`config.mk`:
```
export PLATFORM = sky130hd
export DESIGN_NAME = stair_counter
export DESIGN_NICKNAME = d
export VERILOG_FILES = /design/src/rtl/stair_counter_pkg.sv /design/src/rtl/stair_rep_cnt.sv /design/src/rtl/stair_counter.sv
export SDC_FILE = /design/constraint.sdc
export NUM_CORES = 1
export LEC_CHECK = 0
export CAP_MARGIN = 10
export CORE_AREA = 3 3 40 42
export CTS_CLUSTER_SIZE = 40
export DETAILED_ROUTE_END_ITERATION = 7
export DIE_AREA = 0 0 43 45
export PLACE_DENSITY = 0.53
export SYNTH_ARGS = -nofsm -noshare
export SYNTH_HDL_FRONTEND = slang
export SYNTH_SLANG_ARGS = --single-unit
```
`constraint.sdc`:
```
create_clock -name clk -period 5.11 [get_ports clk]
set_clock_uncertainty 0.1 [all_clocks]
set_input_delay 0.7665 -clock clk [delete_from_list [all_inputs] [get_ports clk]]
set_output_delay 0.7665 -clock clk [all_outputs]
set_load 0.005 [all_outputs]
```
`src/rtl/stair_counter_pkg.sv`:
```
// Shared constants and helpers for the staircase counter.
package stair_counter_pkg;

  localparam int STAIR_WIDTH_DEF = 3;

  function automatic int stair_max(input int width);
    return (1 << width) - 1;
  endfunction

  // Cycles for one full staircase 1..max_val, each value held for itself.
  function automatic int stair_period(input int max_val);
    return max_val * (max_val + 1) / 2;
  endfunction

endpackage

```
`src/rtl/stair_rep_cnt.sv`:
```
// Repeat counter: counts cycles spent at the current staircase value (1-based).
module stair_rep_cnt
  import stair_counter_pkg::*;
#(
  parameter int WIDTH = STAIR_WIDTH_DEF
) (
  input  logic             clk,
  input  logic             rst,
  input  logic [WIDTH-1:0] limit,
  output logic [WIDTH-1:0] rep,
  output logic             done
);

  localparam logic [WIDTH-1:0] ONE = WIDTH'(1);

  assign done = (rep == limit);

  // rep >= limit also covers rep > limit and limit == 0, which recover to 1.
  always_ff @(posedge clk or posedge rst) begin
    if (rst)
      rep <= ONE;
    else if (rep >= limit)
      rep <= ONE;
    else
      rep <= rep + ONE;
  end

endmodule

```
`src/rtl/stair_counter.sv`:
```
// Free-running staircase counter: value v is held v cycles, wraps MAX_VAL -> 1.
// Optional registered wrap pulse when STAIR_COUNTER_WRAP_FLAG_EN is defined.
module stair_counter
  import stair_counter_pkg::*;
#(
  parameter int WIDTH   = STAIR_WIDTH_DEF,
  parameter int MAX_VAL = stair_max(WIDTH)
) (
  input  logic             clk,
  input  logic             rst,
`ifdef STAIR_COUNTER_WRAP_FLAG_EN
  output logic             wrap,
`endif
  output logic [WIDTH-1:0] count
);

  localparam logic [WIDTH-1:0] MAX_L = WIDTH'(MAX_VAL);
  localparam logic [WIDTH-1:0] ONE   = WIDTH'(1);

  logic [WIDTH-1:0] rep;
  logic [WIDTH-1:0] count_nxt;
  logic             done;
  logic             illegal;
  logic             at_top;

  stair_rep_cnt #(.WIDTH(WIDTH)) u_rep (
    .clk   (clk),
    .rst   (rst),
    .limit (count),
    .rep   (rep),
    .done  (done)
  );

  assign illegal = (count == '0) || (rep > count);
  // Values above MAX_VAL are clamped back to 1 the same way a normal wrap is.
  assign at_top  = (count >= MAX_L);

  always_comb begin
    count_nxt = count;
    if (illegal)
      count_nxt = ONE;
    else if (done)
      count_nxt = at_top ? ONE : count + ONE;
  end

  always_ff @(posedge clk or posedge rst) begin
    if (rst)
      count <= ONE;
    else
      count <= count_nxt;
  end

`ifdef STAIR_COUNTER_WRAP_FLAG_EN
  always_ff @(posedge clk or posedge rst) begin
    if (rst)
      wrap <= 1'b0;
    else
      wrap <= done && (count == MAX_L);
  end
`else
`endif

endmodule

```
; ---- Word-level counts from Yosys, hierarchy flattened
; Index checks and enable logic that the tools add are counted.
[totals]
regBits = 6
in_bits = 2
[classes]
addsub = 2
order_cmp = 3
eq_ne = 1
muxes = 4
n_reduce_logical = 3
[ops]
columns = operator, count
row1 = $mux 3, 4
row2 = $add 3x1->3 const B, 2
row3 = $eq 3x3->1, 1
row4 = $ge 3x3->1, 1
row5 = $ge 3x3->1 const B, 1
row6 = $gt 3x3->1, 1
row7 = $logic_not 3->1, 1
row8 = $reduce_bool 2->1, 1
row9 = $logic_or 1x1->1, 1

; ---- Logic depth before layout (Yosys ltp)
; Gate-level depths: netlist (run 1).
[logic_depth]
depth_word = 4
depth_mapped = 6
depth_no_buf = 6

; ---- Modules after synthesis
; From an unflattened synthesis (run 1), not the netlist that was laid out.
[unflattened]
cells_unflattened = 48
area_unflattened_um2 = 465.4
[modules_own_cells]
columns = module, n_inst, cells_each, area_each_um2, seq_area_each_um2
row1 = stair_counter, 1, 29, 262.8, 76.3
row2 = stair_rep_cnt, 1, 19, 202.7, 76.3

; ---- Worst setup path after synthesis (run 1)
; No wires, ideal clock.
[synth_timing]
path_type = register -> register
startpoint = reg u_rep.rep[0]
endpoint = reg count[0]
setup_time_ns = 0.082
arrival_time_ns = 1.841
required_time_ns = 4.928
path_slack_ns = 3.087
stages_incl_launch_ff = 7
n_path_buf = 0
period_less_slack_ns = 2.023
path_cell_list = dfstp_2 inv_1 ha_1 nand2b_1 a31oi_2 or4_1 a211o_1
[synth_between]
elab_chain_len = 3
word_cells_on_any_way = 5
classes_between = 1 x order compare / 1 x eq/ne / 1 x mux / 2 x reduce/logical
[synth_lines]
columns = element, line
row1 = "start, declared", stair_rep_cnt.sv:10  ; output logic [WIDTH-1:0] rep,
row2 = "start signal, assigned", stair_rep_cnt.sv:25  ; rep <= rep + ONE;
row3 = $gt 3x3->1, stair_counter.sv:34  ; assign illegal = (count == '0) || (rep > count);
row4 = $logic_or 1x1->1, stair_counter.sv:34
row5 = $mux 3 or $reduce_bool 2->1 (tied branches), -
row6 = "end signal, assigned", stair_counter.sv:50  ; count <= count_nxt;
row7 = "end, declared", stair_counter.sv:14  ; output logic [WIDTH-1:0] count
; Several ways; a longest one is shown, not always the timed one.
; A chain may end at the register's enable or synchronous reset.

; ---- Final worst setup path (run 1)
[layout_timing]
startpoint = reg count[0]
endpoint = out count[0]
; No word-level cell between the ends.

==> flow_metrics.py, run 1 <==
metrics = {
    "detailed_routing": {
        "vias": 301,
        "dr.first_iter.drc_count": 1,
        "via_per_inst": 4.63,
        "wl_per_cell_um": 10.6,
        "remaining_drc_errors": 0,
        "drtPass1Iterations": 3,
        "drt_wl_total_um": 692,
        "ant_nets": 0,
    },
    "sta": {
        "min_period_ps": 2160,
        "fmax_mhz": 463,
        "slew_headroom_pct": 71.1,
        "setup_violations": 0,
        "min_period_over_period_pct": 42.2,
        "setup_ws_ps": 2950,
        "hold_viol": 0,
        "maxSlewViolCount": 0,
        "worst_pin_slew_ps": 432,
        "setup_tns_ps": 0,
        "rsz0062_at_grt": "false",
    },
    "die": {
        "die_y_um": 45,
        "rows": 13,
        "die-area_mm2": 0.00194,
        "coreArea_mm2": 0.00128,
        "io_pins": 5,
        "die-width_um": 43,
        "initial_core_util_pct": 33.0,
    },
    "min_path": {
        "hp-start": "u_rep.rep[0]$_DFF_PP1_",
        "whs_endpoint": "u_rep.rep[0]$_DFF_PP1_",
        "whs_path_depth": 1,
        "hold_path.class": "register to register",
    },
    "setup_path": {
        "worst-path-buf-inv": 1,
        "start_kind": "register",
        "critPathTopFamily": "flip-flops",
        "critPathArrivalTime_ps": 1290,
        "path_class": "register to output port",
        "worstSetupEndpointType": "output port",
        "rrSetupSlack_ps": 2960,
        "cp_data_required_time_ps": 4240,
        "slowest_stage": "dfstp_2",
        "slowest_delay_ps": 550,
        "rr_worst_depth": 6,
        "r2r-start": "u_rep.rep[0]$_DFF_PP1_",
        "path_max_fanout": 4,
        "path_cells": "clkdlybuf4s50_1",
        "r2r_end": "count[0]$_DFFE_PP1P_",
    },
    "layout": {
        "final_net_count": 61,
        "num-fill-cells": 129,
        "syn2layout_area_growth_pct": 19.2,
        "drive_gt1_share_pct": 16.0,
        "diodes": 0,
    },
    "clock_network": {
        "cts_setup_buffers": 0,
        "cts-root-buf": "clkbuf_4",
        "cts_buffers": 3,
        "worstSkewPairLatency_ps": 240,
        "clk_pin_slew_worst_paths_ps": 40,
        "cts_sinks": 6,
        "ctsHoldBuffers": 0,
        "cts.htree.levels": 1,
        "cts_buffer_depth": 2,
        "cts_tree": "done",
        "post_cts_resized": 0,
    },
    "grt": {
        "grtUsageTotal_pct": 8.06,
        "grt_pass1_vias": 285,
        "grt_pass1_wl_mm": 1.14,
        "overflow": 0,
        "grt_max_degree": 11,
        "antenna_found_initial": 0,
    },
    "placement": {
        "hpwlAfterDp_um": 564,
        "io_buffers": 4,
        "gp_congestion": 0.712,
        "post-place-ws_ps": 2960,
    },
    "pwr": {
        "vdd_drop_max_uv": 117,
        "p_per_area_mw_per_mm2": 179,
        "p_leak_nw": 0.232,
    },
    "logic_synthesis": {
        "ys_seq_area_share_pct": 36.0,
        "yosysWarnings": 0,
        "avgSynthCellArea_um2": 9.86,
        "synth_top_area_share_pct": 23.6,
        "ys.flop_type": "dfrtp_1",
        "synth_cell_type_count": 22,
        "synth_largest_area_cell": "dfrtp_1",
        "yosysMostFrequentCell": "ha_1",
        "syn_nets": 52,
        "synth.cell_area_um2": 424,
        "synth-edff-count": 0,
        "async_reset_ff_share_pct": 100,
        "yosys-top-cells-count": "ha_1, inv_1, dfrtp_1",
        "synth_area_leaders": "dfrtp_1, ha_1, dfstp_2",
        "netlist_instances": 43,
        "synth_seq_cells": 6,
    },
    "outcome": {
        "status": "complete, no violations",
    },
    "flow_run": {
        "cap_viol_max_count": 0,
    },
}
-- per-layer routing --
layer | track usage [%] | share of wire (%) | vias to the layer above
met3 | 0 | 0.58 | 0
li1 | - | - | 165
met2 | 14.1 | 50 | 1
met4 | 7.23 | 0 | 0
met5 | 0 | 0 | -
met1 | 9.14 | 49 | 135
-- area by class of cell --
type | count | area, um^2 | share of cell area [%]
inverter | 5 | 18.8 | 3.71
tap | 15 | 18.8 | 3.71
multi-input combinational | 32 | 253 | 50.0
sequential | 6 | 153 | 30.2
clock buffer | 3 | 22.5 | 4.46
timing repair buffer | 4 | 40.0 | 7.92
-- placed cells by master (no fill, tap or decap), types with 2 or more instances in the layout --
master / netlist / layout
clkdlybuf4s50_1: 0 / 4
nand2b_1: 3 / 3
dfstp_2: 2 / 2
dfrtp_1: 4 / 4
clkbuf_4: 0 / 3
a211oi_1: 2 / 2
nor2_1: 2 / 2
nand2_1: 3 / 3
or4_1: 2 / 2
inv_1: 5 / 5
ha_1: 7 / 7
-- worst max-delay path by stage --
stage / from / end / slack [ps] / depth (start not counted)
after global placement: u_rep.rep[0]$_DFF_PP1_ / count[0]$_DFFE_PP1P_ / 2940 / 6
after CTS: count[0]$_DFFE_PP1P_ / count[0] / 2930 / 1
after detailed placement: u_rep.rep[0]$_DFF_PP1_ / count[0]$_DFFE_PP1P_ / 2960 / 6
final: count[0]$_DFFE_PP1P_ / count[0] / 2950 / 1
after global routing: u_rep.rep[0]$_DFF_PP1_ / count[0]$_DFFE_PP1P_ / 2850 / 6
after floorplan: u_rep.rep[0]$_DFF_PP1_ / count[0]$_DFFE_PP1P_ / 3090 / 6
-- report_power, final --
group / internal [W] / total, W / switching [W]
clock network: 0.0000264 / 0.0000409 / 0.0000145
registers: 0.0000478 / 0.0000478 / 0
logic: 0.000000716 / 0.00000159 / 0.000000877
total: 0.0000749 / 0.0000903 / 0.0000154
-- cell families after synthesis --
family / share of synthesized area, %
xor+xnor: 2.07
compound gates: 14.5
buf+inv: 4.43
simple gates: 22.4
fa+ha+maj: 20.6
flops: 36.0
-- through the flow --
stage | hold WS (ps) | utilization (%) | power [W] | instance area, um^2 | instances
2_1_floorplan | 331 | - | 0.0000491 | 424 | 43
3_3_place_gp | 343 | 37.6 | 0.0000500 | 483 | 62
3_5_place_dp | 349 | 37.6 | 0.0000500 | 483 | 62
4_1_cts | 359 | 39.3 | 0.0000932 | 505 | 65
5_1_grt | 375 | 39.3 | 0.0000948 | 505 | 65
6_report | 354 | 39.3 | 0.0000903 | 505 | 65
-- sequential cells by signal, summed over array words and instances (netlist names) --
name       count
count          3
u_rep.rep      3
Power figures use the tool's default switching activity.
==> run 2: changes to the inputs <==
Clock period 5.11 ns to 2.1 ns, I/O delays scaled along.
==> flow_metrics.py, run 2 (synthesized netlist as in run 1, its figures left out) <==
metrics = {
    "outcome": {
        "status": "complete, no violations",
    },
    "min_path": {
        "hold_path.class": "input pin to asynchronous set/reset pin",
    },
    "die": {
        "coreArea_mm2": 0.00128,
        "die_y_um": 45,
        "initial_core_util_pct": 33.0,
        "die-width_um": 43,
        "io_pins": 5,
        "die-area_mm2": 0.00194,
        "rows": 13,
    },
    "layout": {
        "stdcell_count": 69,
        "final_cell_mix": "ha_1, inv_1, dfrtp_1, clkdlybuf4s50_1, buf_4",
        "diodes": 0,
        "final_net_count": 65,
        "final_common_cell": "ha_1",
        "reg_top3": "count (3), u_rep.rep (3)",
        "syn2layout_area_growth_pct": 31.0,
        "drive_gt1_share_pct": 25.9,
        "num-fill-cells": 135,
    },
    "clock_network": {
        "post_cts_resized": 0,
        "cts_tree": "done",
        "cts_buffers": 3,
        "cts_setup_buffers": 0,
        "cts_buffer_depth": 2,
        "clk_pin_slew_worst_paths_ps": 40,
        "ctsHoldBuffers": 0,
        "cts.htree.levels": 1,
        "cts-root-buf": "clkbuf_4",
        "cts_sinks": 6,
        "worstSkewPairLatency_ps": 230,
    },
    "placement": {
        "io_buffers": 4,
        "hpwlAfterDp_um": 610,
        "gp_congestion": 0.796,
        "place_inst": 66,
    },
    "setup_path": {
        "path_class": "register to register",
        "slowest_stage": "dfstp_2",
        "critPathArrivalTime_ps": 2100,
        "path_max_fanout": 4,
        "path_cells": "inv_1 -> ha_1 -> nand2b_4 -> a31oi_4 -> or4_4 -> a211o_1",
        "worstSetupEndpointType": "register",
        "cp_data_required_time_ps": 2160,
        "slowest_delay_ps": 530,
        "critPathTopFamily": "simple AND/OR/NAND/NOR gates",
        "worst-path-buf-inv": 1,
        "start_kind": "register",
    },
    "sta": {
        "slew_headroom_pct": 74.8,
        "hold_viol": 0,
        "fmax_mhz": 491,
        "min_period_ps": 2040,
        "maxSlewViolCount": 0,
        "setup_tns_ps": 0,
        "worst_pin_slew_ps": 376,
        "rsz0062_at_grt": "false",
        "setup_violations": 0,
        "min_period_over_period_pct": 97.0,
    },
    "grt": {
        "grtUsageTotal_pct": 8.56,
        "overflow": 0,
        "antenna_found_initial": 0,
        "grt_pass1_wl_mm": 1.22,
        "grt_max_degree": 7,
        "grt_pass1_vias": 323,
    },
    "detailed_routing": {
        "ant_nets": 0,
        "via_per_inst": 4.61,
        "drt_wl_total_um": 732,
        "remaining_drc_errors": 0,
        "wl_per_cell_um": 10.6,
        "drtPass1Iterations": 2,
        "vias": 318,
        "dr.first_iter.drc_count": 5,
    },
    "pwr": {
        "vdd_drop_max_uv": 246,
        "p_leak_nw": 0.265,
        "p_per_area_mw_per_mm2": 395,
    },
    "flow_run": {
        "cap_viol_max_count": 0,
    },
}
==> run 2: layout make-up <==
class	instances	area, um^2	area share (%)
multi-input cells	32	273	49.1
flip-flops and latches	6	153	27.5
repair buffers	8	70.1	12.6
clock buffers	3	22.5	4.05
inverters	5	18.8	3.38
well taps	15	18.8	3.38
==> run 2: path summary, 6_finish.rpt <==
kind                            slack, ps                    from  cells past startpoint                      to
worst max-delay path                   60  u_rep.rep[0]$_DFF_PP1_                      6    count[0]$_DFFE_PP1P_
worst min-delay path                  190                     rst                      2  u_rep.rep[1]$_DFF_PP0_
worst max register to register         60  u_rep.rep[0]$_DFF_PP1_                      6    count[0]$_DFFE_PP1P_
worst min register to register        350  u_rep.rep[0]$_DFF_PP1_                      1  u_rep.rep[0]$_DFF_PP1_
max in group asynchronous            1460                     rst                      2    count[0]$_DFFE_PP1P_
min in group clk                      350  u_rep.rep[0]$_DFF_PP1_                      1  u_rep.rep[0]$_DFF_PP1_
==> run 2: power by group <==
part	internal, W	switching [W]	total [W]
Combinational	0.00000175	0.00000218	0.00000393
Sequential	0.000116	0	0.000116
Clock	0.0000642	0.0000350	0.0000992
==> run 2: metrics by stage <==
stage | hold WS, ps | util [%] | area [um^2] | setup WS, ps | total power (W)
after floorplan | 4.51 | - | 424 | 77.3 | 0.000120
after global placement | 342 | 39.9 | 513 | 24.5 | 0.000122
after detailed placement | 347 | 39.9 | 513 | 49.0 | 0.000122
after CTS | 190 | 41.7 | 536 | 36.5 | 0.000227
after global routing | 209 | 43.2 | 556 | 2.43 | 0.000230
final | 193 | 43.2 | 556 | 63.1 | 0.000219
==> run 2: layer usage <==
metal / up-vias / global-route usage [%] / routed length (um)
li1: 173 / - / -
met1: 144 / 9.11 / 329
met2: 1 / 15.9 / 402
met3: 0 / 0 / 0
met4: 0 / 7.23 / 0
met5: - / 0 / 0
